[src/rtl/binary_search_ctrl_pkg.sv]
// Shared encodings for the binary-search controller and the magnitude comparators it drives.
package binary_search_ctrl_pkg;

    localparam int REL_GT = 2;
    localparam int REL_EQ = 1;
    localparam int REL_LT = 0;

    localparam logic [2:0] REL_CODE_GT = 3'b100;
    localparam logic [2:0] REL_CODE_EQ = 3'b010;
    localparam logic [2:0] REL_CODE_LT = 3'b001;

    typedef enum logic [1:0] {
        IDLE  = 2'd0,
        PROBE = 2'd1,
        DONE  = 2'd2,
        ERR   = 2'd3
    } state_t;

    function automatic logic rel_one_hot(input logic [2:0] rel);
        return (rel == REL_CODE_GT) || (rel == REL_CODE_EQ) || (rel == REL_CODE_LT);
    endfunction

endpackage

[src/rtl/binary_search_ctrl.sv]
// Binary-search probe controller: issues guesses to an external comparator and narrows
// [lo, hi] from its one-hot relation answers until it sees equal or detects inconsistency.
module binary_search_ctrl
    import binary_search_ctrl_pkg::*;
#(
    parameter int WIDTH = 3,
    parameter int STEPW = 3
) (
    input  logic             clk,
    input  logic             rst_n,
    input  logic             start,
    input  logic             rel_valid,
    input  logic [2:0]       rel_in,
    output logic [WIDTH-1:0] guess,
    output logic             guess_valid,
    output logic             busy,
    output logic             done,
    output logic [WIDTH-1:0] found,
    output logic [STEPW-1:0] steps,
    output logic             error
);

    localparam logic [WIDTH-1:0] GMAX  = '1;
    localparam logic [WIDTH-1:0] GINIT = GMAX >> 1;

    state_t           state;
    logic [WIDTH:0]   lo, hi;

    // Bounds math runs one bit wider so guess+1 at the top of range cannot wrap.
    logic [WIDTH:0]   g_ext, lo_up, hi_dn, mid_lt, mid_gt;
    logic [STEPW-1:0] steps_nxt;
    logic             lt_ok, gt_ok;

    always_comb begin
        g_ext     = {1'b0, guess};
        lo_up     = g_ext + 1'b1;
        hi_dn     = g_ext - 1'b1;
        mid_lt    = (lo_up + hi) >> 1;
        mid_gt    = (lo + hi_dn) >> 1;
        lt_ok     = (guess != GMAX) && (lo_up <= hi);
        gt_ok     = (guess != '0) && (lo <= hi_dn);
        steps_nxt = (&steps) ? steps : steps + 1'b1;
    end

    always_ff @(posedge clk or negedge rst_n) begin
        if (!rst_n) begin
            state       <= IDLE;
            lo          <= '0;
            hi          <= '0;
            guess       <= '0;
            guess_valid <= 1'b0;
            busy        <= 1'b0;
            done        <= 1'b0;
            found       <= '0;
            steps       <= '0;
            error       <= 1'b0;
        end else begin
            case (state)
                IDLE, DONE, ERR: begin
                    if (start) begin
                        state       <= PROBE;
                        lo          <= '0;
                        hi          <= {1'b0, GMAX};
                        guess       <= GINIT;
                        guess_valid <= 1'b1;
                        busy        <= 1'b1;
                        done        <= 1'b0;
                        found       <= '0;
                        steps       <= '0;
                        error       <= 1'b0;
                    end
                end
                PROBE: begin
                    // start is deliberately ignored here; only the relation matters.
                    if (rel_valid) begin
                        steps <= steps_nxt;
                        if (rel_one_hot(rel_in) && rel_in == REL_CODE_EQ) begin
                            state       <= DONE;
                            found       <= guess;
                            done        <= 1'b1;
                            busy        <= 1'b0;
                            guess_valid <= 1'b0;
                        end else if (rel_in == REL_CODE_LT && lt_ok) begin
                            lo    <= lo_up;
                            guess <= mid_lt[WIDTH-1:0];
                        end else if (rel_in == REL_CODE_GT && gt_ok) begin
                            hi    <= hi_dn;
                            guess <= mid_gt[WIDTH-1:0];
                        end else begin
                            state       <= ERR;
                            error       <= 1'b1;
                            busy        <= 1'b0;
                            guess_valid <= 1'b0;
                        end
                    end
                end
                default: state <= IDLE;
            endcase
        end
    end

endmodule

[config.mk]
export PLATFORM = sky130hd
export DESIGN_NAME = binary_search_ctrl
export DESIGN_NICKNAME = d
export VERILOG_FILES = /design/src/rtl/binary_search_ctrl_pkg.sv /design/src/rtl/binary_search_ctrl.sv
export SDC_FILE = /design/constraint.sdc
export NUM_CORES = 1
export LEC_CHECK = 0
export ABC_AREA = 1
export BUFFER_PORTS_ARGS = -buffer_cell sky130_fd_sc_hd__buf_4
export CAP_MARGIN = 20
export CELL_PAD_IN_SITES_DETAIL_PLACEMENT = 1
export CELL_PAD_IN_SITES_GLOBAL_PLACEMENT = 1
export CORE_UTILIZATION = 45
export CTS_CLUSTER_SIZE = 14
export DETAILED_ROUTE_END_ITERATION = 8
export PLACE_DENSITY_LB_ADDON = 0.25
export SETUP_SLACK_MARGIN = 0.15
export SYNTH_ARGS = -nofsm -noshare
export SYNTH_HDL_FRONTEND = slang
export SYNTH_SLANG_ARGS = --single-unit
[constraint.sdc]
create_clock -name clk -period 4.2 [get_ports clk]
set_clock_uncertainty 0.05 [all_clocks]
set_input_delay 0.21 -clock clk [delete_from_list [all_inputs] [get_ports clk]]
set_output_delay 0.21 -clock clk [all_outputs]
set_load 0.005 [all_outputs]
==> results.cfg, run 1 <==
[clock_network]
cts_sinks = 22
worstSkewPairLatency_ns = 0.31
cts_root_buffer = clkbuf_4
htreeDepth = 1
cts_buffers = 3
clockBufferDepth = 2
path_clk_slew_ns = 0.12
cts_tree = yes

[power]
power_mw = 1.42
clock_power_share_pct = 6.9
swShare_pct = 52.5
pwr-share-seq_pct = 25.4
power_frac_comb_pct = 67.8
vdd_drop_max_mv = 0.269
switchingPower_mw = 0.748
power.static_leakage_nw = 0.983
internal_power_mw = 0.676
power_density_nw_per_um2 = 796

[synthesis]
synth.top_cell.area_share_pct = 34.9
synth_seq_area_share_pct = 34.9
syn-cell-area_um2 = 1580
synthCells = 203
synthDistinctLibCells = 19
yosysTopAreaCell = dfrtp_1
ys_warn_count = 0
syn-num-nets = 231
ys_ff_latch = 22
syn_area_per_cell_um2 = 7.76
synthTopCellsByArea = dfrtp_1, nand2_1, ha_1

[grt]
grt_pass1_wl_um = 6580
grt_max_degree = 23
grtUsageTotal_pct = 24.4
globalRoute.totalOverflow = 0
grt_pass1_vias = 1391
antenna_found_initial = 0

[place]
hpwl_um = 3290
dpl.cell_count = 265
gp_congestion = 0.834
numPortBuffers = 19
place_ws_ns = 1.56

[detailed_routing]
num_vias = 1394
drt_iter0_drc = 81
ant_nets = 0
first_pass_iters = 4
drt-total-wl_um = 4050
vias_per_cell = 5.18
avgRoutedWirePerCell_um = 15.1
drc = 0

[sta]
maxSlewViolCount = 0
worst_pin_slew_ns = 0.461
maxClockFrequency_mhz = 378
layout_setup_ws_ns = 1.55
fin_hold_ws_ns = 0.0909
grt_setup_unrepaired = false
finalHoldViolCount = 0
maxSlewHeadroom_pct = 69.2
setup_violations = 0
fin_tns_setup_ns = 0
fin_crit_ns = 2.65
fin_crit_sh_pct = 63.1

[status]
status = finished, final reports clean

[setup_path]
crit_chain = inv_1, ha_1, inv_1, ha_1, o21ai_0, nand2_1, nand3b_1, nand2_1, nand2_1, nand2_1, nand2_2, nand2_1, o21ai_0
cp_common_cell = nand2_1
r2r_start = guess[0]
cp.arrival_ns = 2.83
reg2regPathDepth = 13
crit_path_max_fanout = 10
rrSetupSlack_ns = 1.55
cp_slowest_cell = dfrtp_1
rr_endpoint = hi[0]
critPathLaunchType = flop
worstPathRequired_ns = 4.39
critPathMaxStageDelay_ns = 0.47
crit_type = flop to flop
critPathCaptureType = flop

[hold_path]
worstHoldPathCells = 3
min_path_type = input pin to flop
hp-start = start
hold_path_end = busy

[floorplan]
die_x_um = 61.2
core_um2 = 3340
die-area_um2 = 3740
rows = 21
ioPinCount = 20
fp.dieH_um = 61.2
start_util_pct = 47.2

[finish]
layout.nets = 253
drive_above_1_share_pct = 15.2
fin_cells = 269
n_antenna_cell = 0
syn2layout_area_growth_pct = 13.6
fill_cells = 443

[run]
maxCapViolCount = 0
==> registers in the layout, indices dropped and copies added, names as in the netlist, 2 cells and up <==
register / count
hi: 4
lo: 4
found: 3
guess: 3
steps: 3
state: 2
==> through the flow <==
step / instance area [um2] / util [%]
2_1_floorplan: 1580 / -
3_3_place_gp: 1760 / 52.6
3_5_place_dp: 1760 / 52.6
4_1_cts: 1790 / 53.6
5_1_grt: 1790 / 53.6
6_report: 1790 / 53.6
==> layout make-up <==
type                    count  area [um2]  share of cell area, %
multi-input cells         154         916                   51.2
flip-flops and latches     22         551                   30.8
repair buffers             20         153                   8.53
inverters                  24        90.1                   5.03
well taps                  46        57.6                   3.22
clock buffers               3        22.5                   1.26
==> kinds of logic (layout without fill, tap and decap cells) <==
group	count (synthesis)	after routing	share of synthesized area (%)
xor gates and xnor gates	2	2	1.11
and+or+nand+nor	111	111	33.0
adders and majority gates	21	21	17.6
AOI/OAI and AO/OA	20	20	6.35
buffers and inverters	27	47	6.91
DFF	22	22	34.9
==> layout by cell type, fill, tap and decap left out, types with 5 or more instances in the layout <==
cell type  instances
nand2_1           64
nor2_1             9
ha_1              19
buf_4             19
nand3b_1           5
o21ai_0           15
dfrtp_1           22
nand2_2            7
a21oi_1            5
nand3_1           21
inv_1             23
==> cell usage after synthesis <==
cell      number
nor4_4         1
xor2_1         2
nand2_4        1
nor3_1         1
a21oi_1        5
nand3_1       21
ha_1          19
nor2_1         9
buf_4          2
o21ai_0       15
clkbuf_1       1
fa_1           2
nand2_2        7
inv_1         23
inv_2          1
nor2_4         2
dfrtp_1       22
nand3b_1       5
nand2_1       64
==> worst max-delay path by stage <==
| stage | start | endpoint | cells after the start |
|---|---|---|---|
| after floorplan | guess[0] | hi[0] | 12 |
| after global placement | guess[0] | hi[1] | 12 |
| after detailed placement | guess[0] | hi[0] | 12 |
| after CTS | guess[0] | hi[0] | 13 |
| after global routing | guess[0] | hi[0] | 13 |
| final | guess[0] | hi[0] | 13 |
==> what timing repair did <==
item / in CTS / in global routing
hold buffers: 1 / 0
endpoints found under the setup margin: 0 / 0
gates resized for setup: 0 / 0
setup buffers: 0 / 0
hold endpoints to repair: 22 / 0
==> per-layer routing <==
metal	GRT usage [%]	part of all wire [%]
met2	42.5	53
met5	0	0
met3	3.15	2.9
met1	31.3	43
met4	7.79	1.0
==> critical path, delay by kind of cell, from the launching register on <==
family	cells	cell delay, ns
adder cells (fa/ha/maj)	2	0.65
AND/OR/NAND/NOR	7	0.64
buffers and inverters	2	0.51
flip-flops	1	0.47
AO/OA/AOI/OAI	2	0.24
==> power by group through the flow <==
stage          registers [mW]  clock network, mW  logic, mW
2_1_floorplan           0.351                  0      0.686
3_3_place_gp            0.360                  0      0.914
3_5_place_dp            0.366                  0      0.970
4_1_cts                 0.361              0.101      0.976
5_1_grt                 0.371              0.111       1.12
6_report                0.361             0.0976      0.966
Note: power is estimated with default switching activity, not from simulation.
==> run 2, diff against run 1 <==
--- a/config.mk
+++ b/config.mk
@@ -5,12 +5,12 @@
 export SDC_FILE = /design/constraint.sdc
 export NUM_CORES = 1
 export LEC_CHECK = 0
-export ABC_AREA = 1
+export ABC_AREA = 0
 export BUFFER_PORTS_ARGS = -buffer_cell sky130_fd_sc_hd__buf_4
 export CAP_MARGIN = 20
 export CELL_PAD_IN_SITES_DETAIL_PLACEMENT = 1
 export CELL_PAD_IN_SITES_GLOBAL_PLACEMENT = 1
-export CORE_UTILIZATION = 45
+export CORE_UTILIZATION = 44
 export CTS_CLUSTER_SIZE = 14
 export DETAILED_ROUTE_END_ITERATION = 8
 export PLACE_DENSITY_LB_ADDON = 0.25
==> constraint.sdc (replaced) <==
create_clock -name clk -period 2.6 [get_ports clk]
set_clock_uncertainty 0.05 [all_clocks]
set_input_delay 0.13 -clock clk [delete_from_list [all_inputs] [get_ports clk]]
set_output_delay 0.13 -clock clk [all_outputs]
set_load 0.005 [all_outputs]
==> results.cfg, run 2 <==
[clock_network]
cts_sinks = 22
cts_tree = yes
worstSkewPairLatency_ns = 0.34
htreeDepth = 1
cts_root_buffer = clkbuf_4
path_clk_slew_ns = 0.15
clockBufferDepth = 2
cts_buffers = 3

[setup_path]
crit_type = flop to flop
critPathCaptureType = flop
cp.arrival_ns = 2.95
critPathLaunchType = flop
critPathMaxStageDelay_ns = 0.49
crit_chain = inv_2, ha_4, xor2_2, ha_1, nand2b_4, or3b_4, a21o_4, a211oi_4, buf_6, a2bb2oi_2
worstPathRequired_ns = 2.82
crit_path_max_fanout = 4
cp_slowest_cell = dfrtp_2

[synthesis]
synth-main-ff-cell = dfrtp_1
yosys-top-cells-count = dfrtp_1, ha_1, inv_1
synthDistinctLibCells = 43
syn-num-nets = 176
syn_area_per_cell_um2 = 10.1
yosysMostFrequentCell = dfrtp_1
synthCells = 148
synth_edf_count = 0
synthArstFlopShare_pct = 100
synth.top_cell.area_share_pct = 36.7
synth_seq_area_share_pct = 36.7
ys_warn_count = 0
synthTopCellsByArea = dfrtp_1, ha_1, a22o_1
ys_ff_latch = 22
yosysTopAreaCell = dfrtp_1
syn-cell-area_um2 = 1500

[detailed_routing]
vias_per_cell = 6.37
avgRoutedWirePerCell_um = 28.0
drt-total-wl_um = 6840
ant_nets = 0
num_vias = 1554
drt_iter0_drc = 117
drc = 0
first_pass_iters = 5

[sta]
setup_violations = 14
fin_crit_ns = 2.73
finalHoldViolCount = 0
maxClockFrequency_mhz = 366
fin_tns_setup_ns = -0.943
layout_setup_ws_ns = -0.131
grt_setup_unrepaired = true
fin_crit_sh_pct = 105
worst_pin_slew_ns = 0.793
maxSlewViolCount = 0
maxSlewHeadroom_pct = 46.8

[finish]
final_cell_mix = buf_4, dfrtp_1, inv_1
syn2layout_area_growth_pct = 54.0
drive_above_1_share_pct = 48.0
fin_cells = 244
reg.largest.list = hi: 4 flops, lo: 4 flops
layout.nets = 229
layout.cells.most_common = buf_4
n_antenna_cell = 0

[place]
hpwl_um = 3430
numPortBuffers = 19
gp_congestion = 0.873
dpl.cell_count = 224

[floorplan]
core_um2 = 3150
fp.dieH_um = 60.4
start_util_pct = 47.6
die-area_um2 = 3650
rows = 20
die_x_um = 60.4
ioPinCount = 20

[status]
status = finished, violations left
violations = negative setup slack

[grt]
grt_max_degree = 23
grt_pass1_wl_um = 9220
grtUsageTotal_pct = 36.8
antenna_found_initial = 0
globalRoute.totalOverflow = 0
grt_pass1_vias = 1634

[power]
power.static_leakage_nw = 1.04
vdd_drop_max_mv = 1.09
power_density_nw_per_um2 = 1660

[hold_path]
min_path_type = input pin to async pin

[run]
maxCapViolCount = 0
run 2: cell count changes after synthesis, moves of 5 or more:
cell,change
a21o_1,+5
a22o_1,+7
nand2_1,-56
nand2_2,-6
nor2_1,-7
inv_1,-8
nand2b_1,+5
o21ai_0,-10
nand3_1,-15
run 2: final timing paths:
path                       startpoint       end  slack (ns)  depth (start not counted)
max in group asynchronous       rst_n  guess[0]        2.10                          2
hold reg to reg              found[1]  found[1]        0.50                          2
min in group clk                start      done        0.20                          4
hold / removal                  rst_n     lo[2]        0.14                          2
setup reg to reg             guess[1]     hi[1]       -0.13                         10
setup / recovery             guess[1]     hi[1]       -0.13                         10
run 2: repair_timing:
action,CTS,global route
hold buffers,1,0
endpoints found under the hold margin,22,0
setup endpoints to repair,15,15
gates resized for setup,28,20
buffers inserted,9,6
pin swaps,13,11
run 2: worst max-delay path, delay by kind of cell, from the launching register on:
kind,cells,cell delay [ns]
buffers and inverters,2,0.32
DFF,1,0.49
adders and majority gates,2,0.45
and+or+nand+nor,2,0.56
xor gates and xnor gates,1,0.20
AOI/OAI and AO/OA,3,0.59
run 2: final cells by class:
type	instances	area (um2)
Clock buffer	3	22.5
Clock inverter	1	30.0
Fill cell	312	842
Inverter	15	61.3
Multi-Input combinational cell	109	1180
Sequential cell	22	554
Tap cell	44	55.1
Timing Repair Buffer	50	408
run 2: cell families (layout without fill, tap and decap cells):
logic type / Yosys count / in the layout / share of synthesized area [%]
XOR/XNOR: 4 / 4 / 2.34
flip-flops: 22 / 22 / 36.7
multiplexers: 2 / 2 / 1.42
adder cells (fa/ha/maj): 21 / 21 / 18.5
buffers and inverters: 17 / 69 / 4.59
AND/OR/NAND/NOR: 37 / 37 / 14.3
AO/OA/AOI/OAI: 45 / 45 / 22.1
run 2: report_power, final:
group | switching, mW | leakage, nW | internal, mW
clock | 0.133 | 0.0279 | 0.156
combinational | 1.53 | 0.748 | 1.38
sequential | 0.165 | 0.269 | 0.468
run 2: per-stage QoR:
stage	worst slack, ns	instance area, um2	utilization (%)	power, mW	hold WS, ns
after floorplan	0.163	1570	-	1.77	-0.216
after global placement	0.0977	1860	59.1	2.38	-0.0182
after detailed placement	-0.127	1860	59.1	2.49	-0.00966
after CTS	0.00397	2150	68.2	3.19	0.176
after global routing	-0.141	2310	73.3	3.95	0.166
final	-0.131	2310	73.3	3.83	0.142
run 2: per-layer routing:
layer | track usage (%) | up-vias | part of all wire [%] | routed length (um)
li1 | - | 648 | - | -
met1 | 45.5 | 781 | 39 | 2670
met2 | 62.0 | 89 | 48 | 3300
met3 | 6.61 | 36 | 6.5 | 445
met4 | 17.9 | 0 | 6.2 | 422
met5 | 0 | - | 0 | 0
==> run 3, diff against run 2 <==
==> constraint.sdc (replaced) <==
create_clock -name clk -period 2.6 [get_ports clk]
set_clock_uncertainty 0.05 [all_clocks]
set_input_delay 0.13 -clock clk [delete_from_list [all_inputs] [get_ports clk]]
set_output_delay 0.13 -clock clk [all_outputs]
set_load 0.1 [all_outputs]
==> results.cfg, run 3 (synthesized netlist as in run 2, its figures left out) <==
[floorplan]
ioPinCount = 20
start_util_pct = 47.6
core_um2 = 3150
die-area_um2 = 3650
die_x_um = 60.4
rows = 20
fp.dieH_um = 60.4

[sta]
setup_violations = 11
fin_tns_setup_ns = -0.508
maxClockFrequency_mhz = 367
worst_pin_slew_ns = 0.624
finalHoldViolCount = 0
fin_crit_ns = 2.72
maxSlewViolCount = 0
fin_crit_sh_pct = 105
fin_hold_ws_ns = 0.211
layout_setup_ws_ns = -0.123
maxSlewHeadroom_pct = 58.1
grt_setup_unrepaired = true

[grt]
grt_pass1_vias = 1507
grtUsageTotal_pct = 33.3
globalRoute.totalOverflow = 0
grt_max_degree = 23
antenna_found_initial = 0
grt_pass1_wl_um = 8310

[place]
gp_congestion = 0.868
numPortBuffers = 19
dpl.cell_count = 215
hpwl_um = 3400
placed_area_um2 = 1860

[clock_network]
clockBufferDepth = 2
worstSkewPairLatency_ns = 0.32
cts_buffers = 3
cts_tree = yes
cts_root_buffer = clkbuf_4
path_clk_slew_ns = 0.13
cts_sinks = 22
htreeDepth = 1

[finish]
fill_cells = 320
n_antenna_cell = 0
final_cell_mix = buf_4, dfrtp_1, inv_1
syn2layout_area_growth_pct = 46.1
drive_above_1_share_pct = 43.2
layout.cells.most_common = buf_4
stdcell_area_um2 = 2190
layout.nets = 219
reg.largest.list = hi: 4 flops, lo: 4 flops
fin_cells = 234

[detailed_routing]
avgRoutedWirePerCell_um = 25.4
num_vias = 1426
ant_nets = 0
first_pass_iters = 4
vias_per_cell = 6.09
drt-total-wl_um = 5950
drc = 0
drt_iter0_drc = 87

[setup_path]
r2r_start = guess[0]
cp.arrival_ns = 2.92
worstPathRequired_ns = 2.79
reg2regPathDepth = 9
crit_path_max_fanout = 5
rr_endpoint = hi[2]
critPathLaunchType = flop
crit_type = flop to flop
rrSetupSlack_ns = -0.12
critPathCaptureType = flop

[run]
maxCapViolCount = 0

[status]
violations = negative setup slack
status = finished, violations left

[hold_path]
min_path_type = input pin to async pin
[run 3: changes by cell type in the layout (fill, tap and decap cells not counted), moves of 2 or more]
cell     change
dfrtp_4      +3
dfrtp_2      -3
buf_4        -5
buf_6        -5
inv_8        +2
[run 3: how the worst max path moves through the flow]
stage / from / to
2_1_floorplan: guess[0] / hi[0]
3_3_place_gp: guess[0] / hi[0]
3_5_place_dp: guess[0] / busy
4_1_cts: guess[0] / hi[2]
5_1_grt: guess[0] / hi[2]
6_report: guess[0] / hi[2]
[run 3: per-stage QoR]
step | utilization [%] | worst slack, ns
finish | 69.5 | -0.123
global route | 69.5 | -0.160
CTS | 65.9 | -0.0259
detailed placement | 59.0 | -0.0566
global placement | 59.0 | 0.0597
floorplan | - | -0.0574
[run 3: per-layer routing]
layer	vias up	global-route usage, %	part of all wire, %
met4	0	16.6	4.0
met2	63	55.4	49
li1	622	-	-
met1	719	42.0	41
met3	22	5.12	5.7
met5	-	0	0
[run 3: timing repair]
action,4_1_cts,5_1_grt
endpoints found under the hold margin,22,0
resized for setup,16,12
endpoints found under the setup margin,15,15
pin swaps,9,8
hold buffers,1,0
buffers inserted,6,8
[run 3: critical path: stages, from the launching register on]
cell and delay (ns):
dfrtp_4 0.57, inv_8 0.11, ha_4 0.14, xor2_2 0.15, ha_1 0.26, nand2b_4 0.15, or3b_4 0.39, a21o_4 0.24
a211oi_4 0.35, a2bb2oi_1 0.23
[run 3: final cells by class]
type	instances	area (um2)	share of cell area [%]
clock inverter	1	30.0	1.37
inverter	15	71.3	3.25
tap	44	55.1	2.51
multi-input combinational	109	1140	51.9
clock buffer	3	22.5	1.03
sequential	22	562	25.6
timing repair buffer	40	314	14.3
Power of run 3 is not shown: default switching activity piles up to over one toggle a cycle in this logic, so the estimate is an artifact.
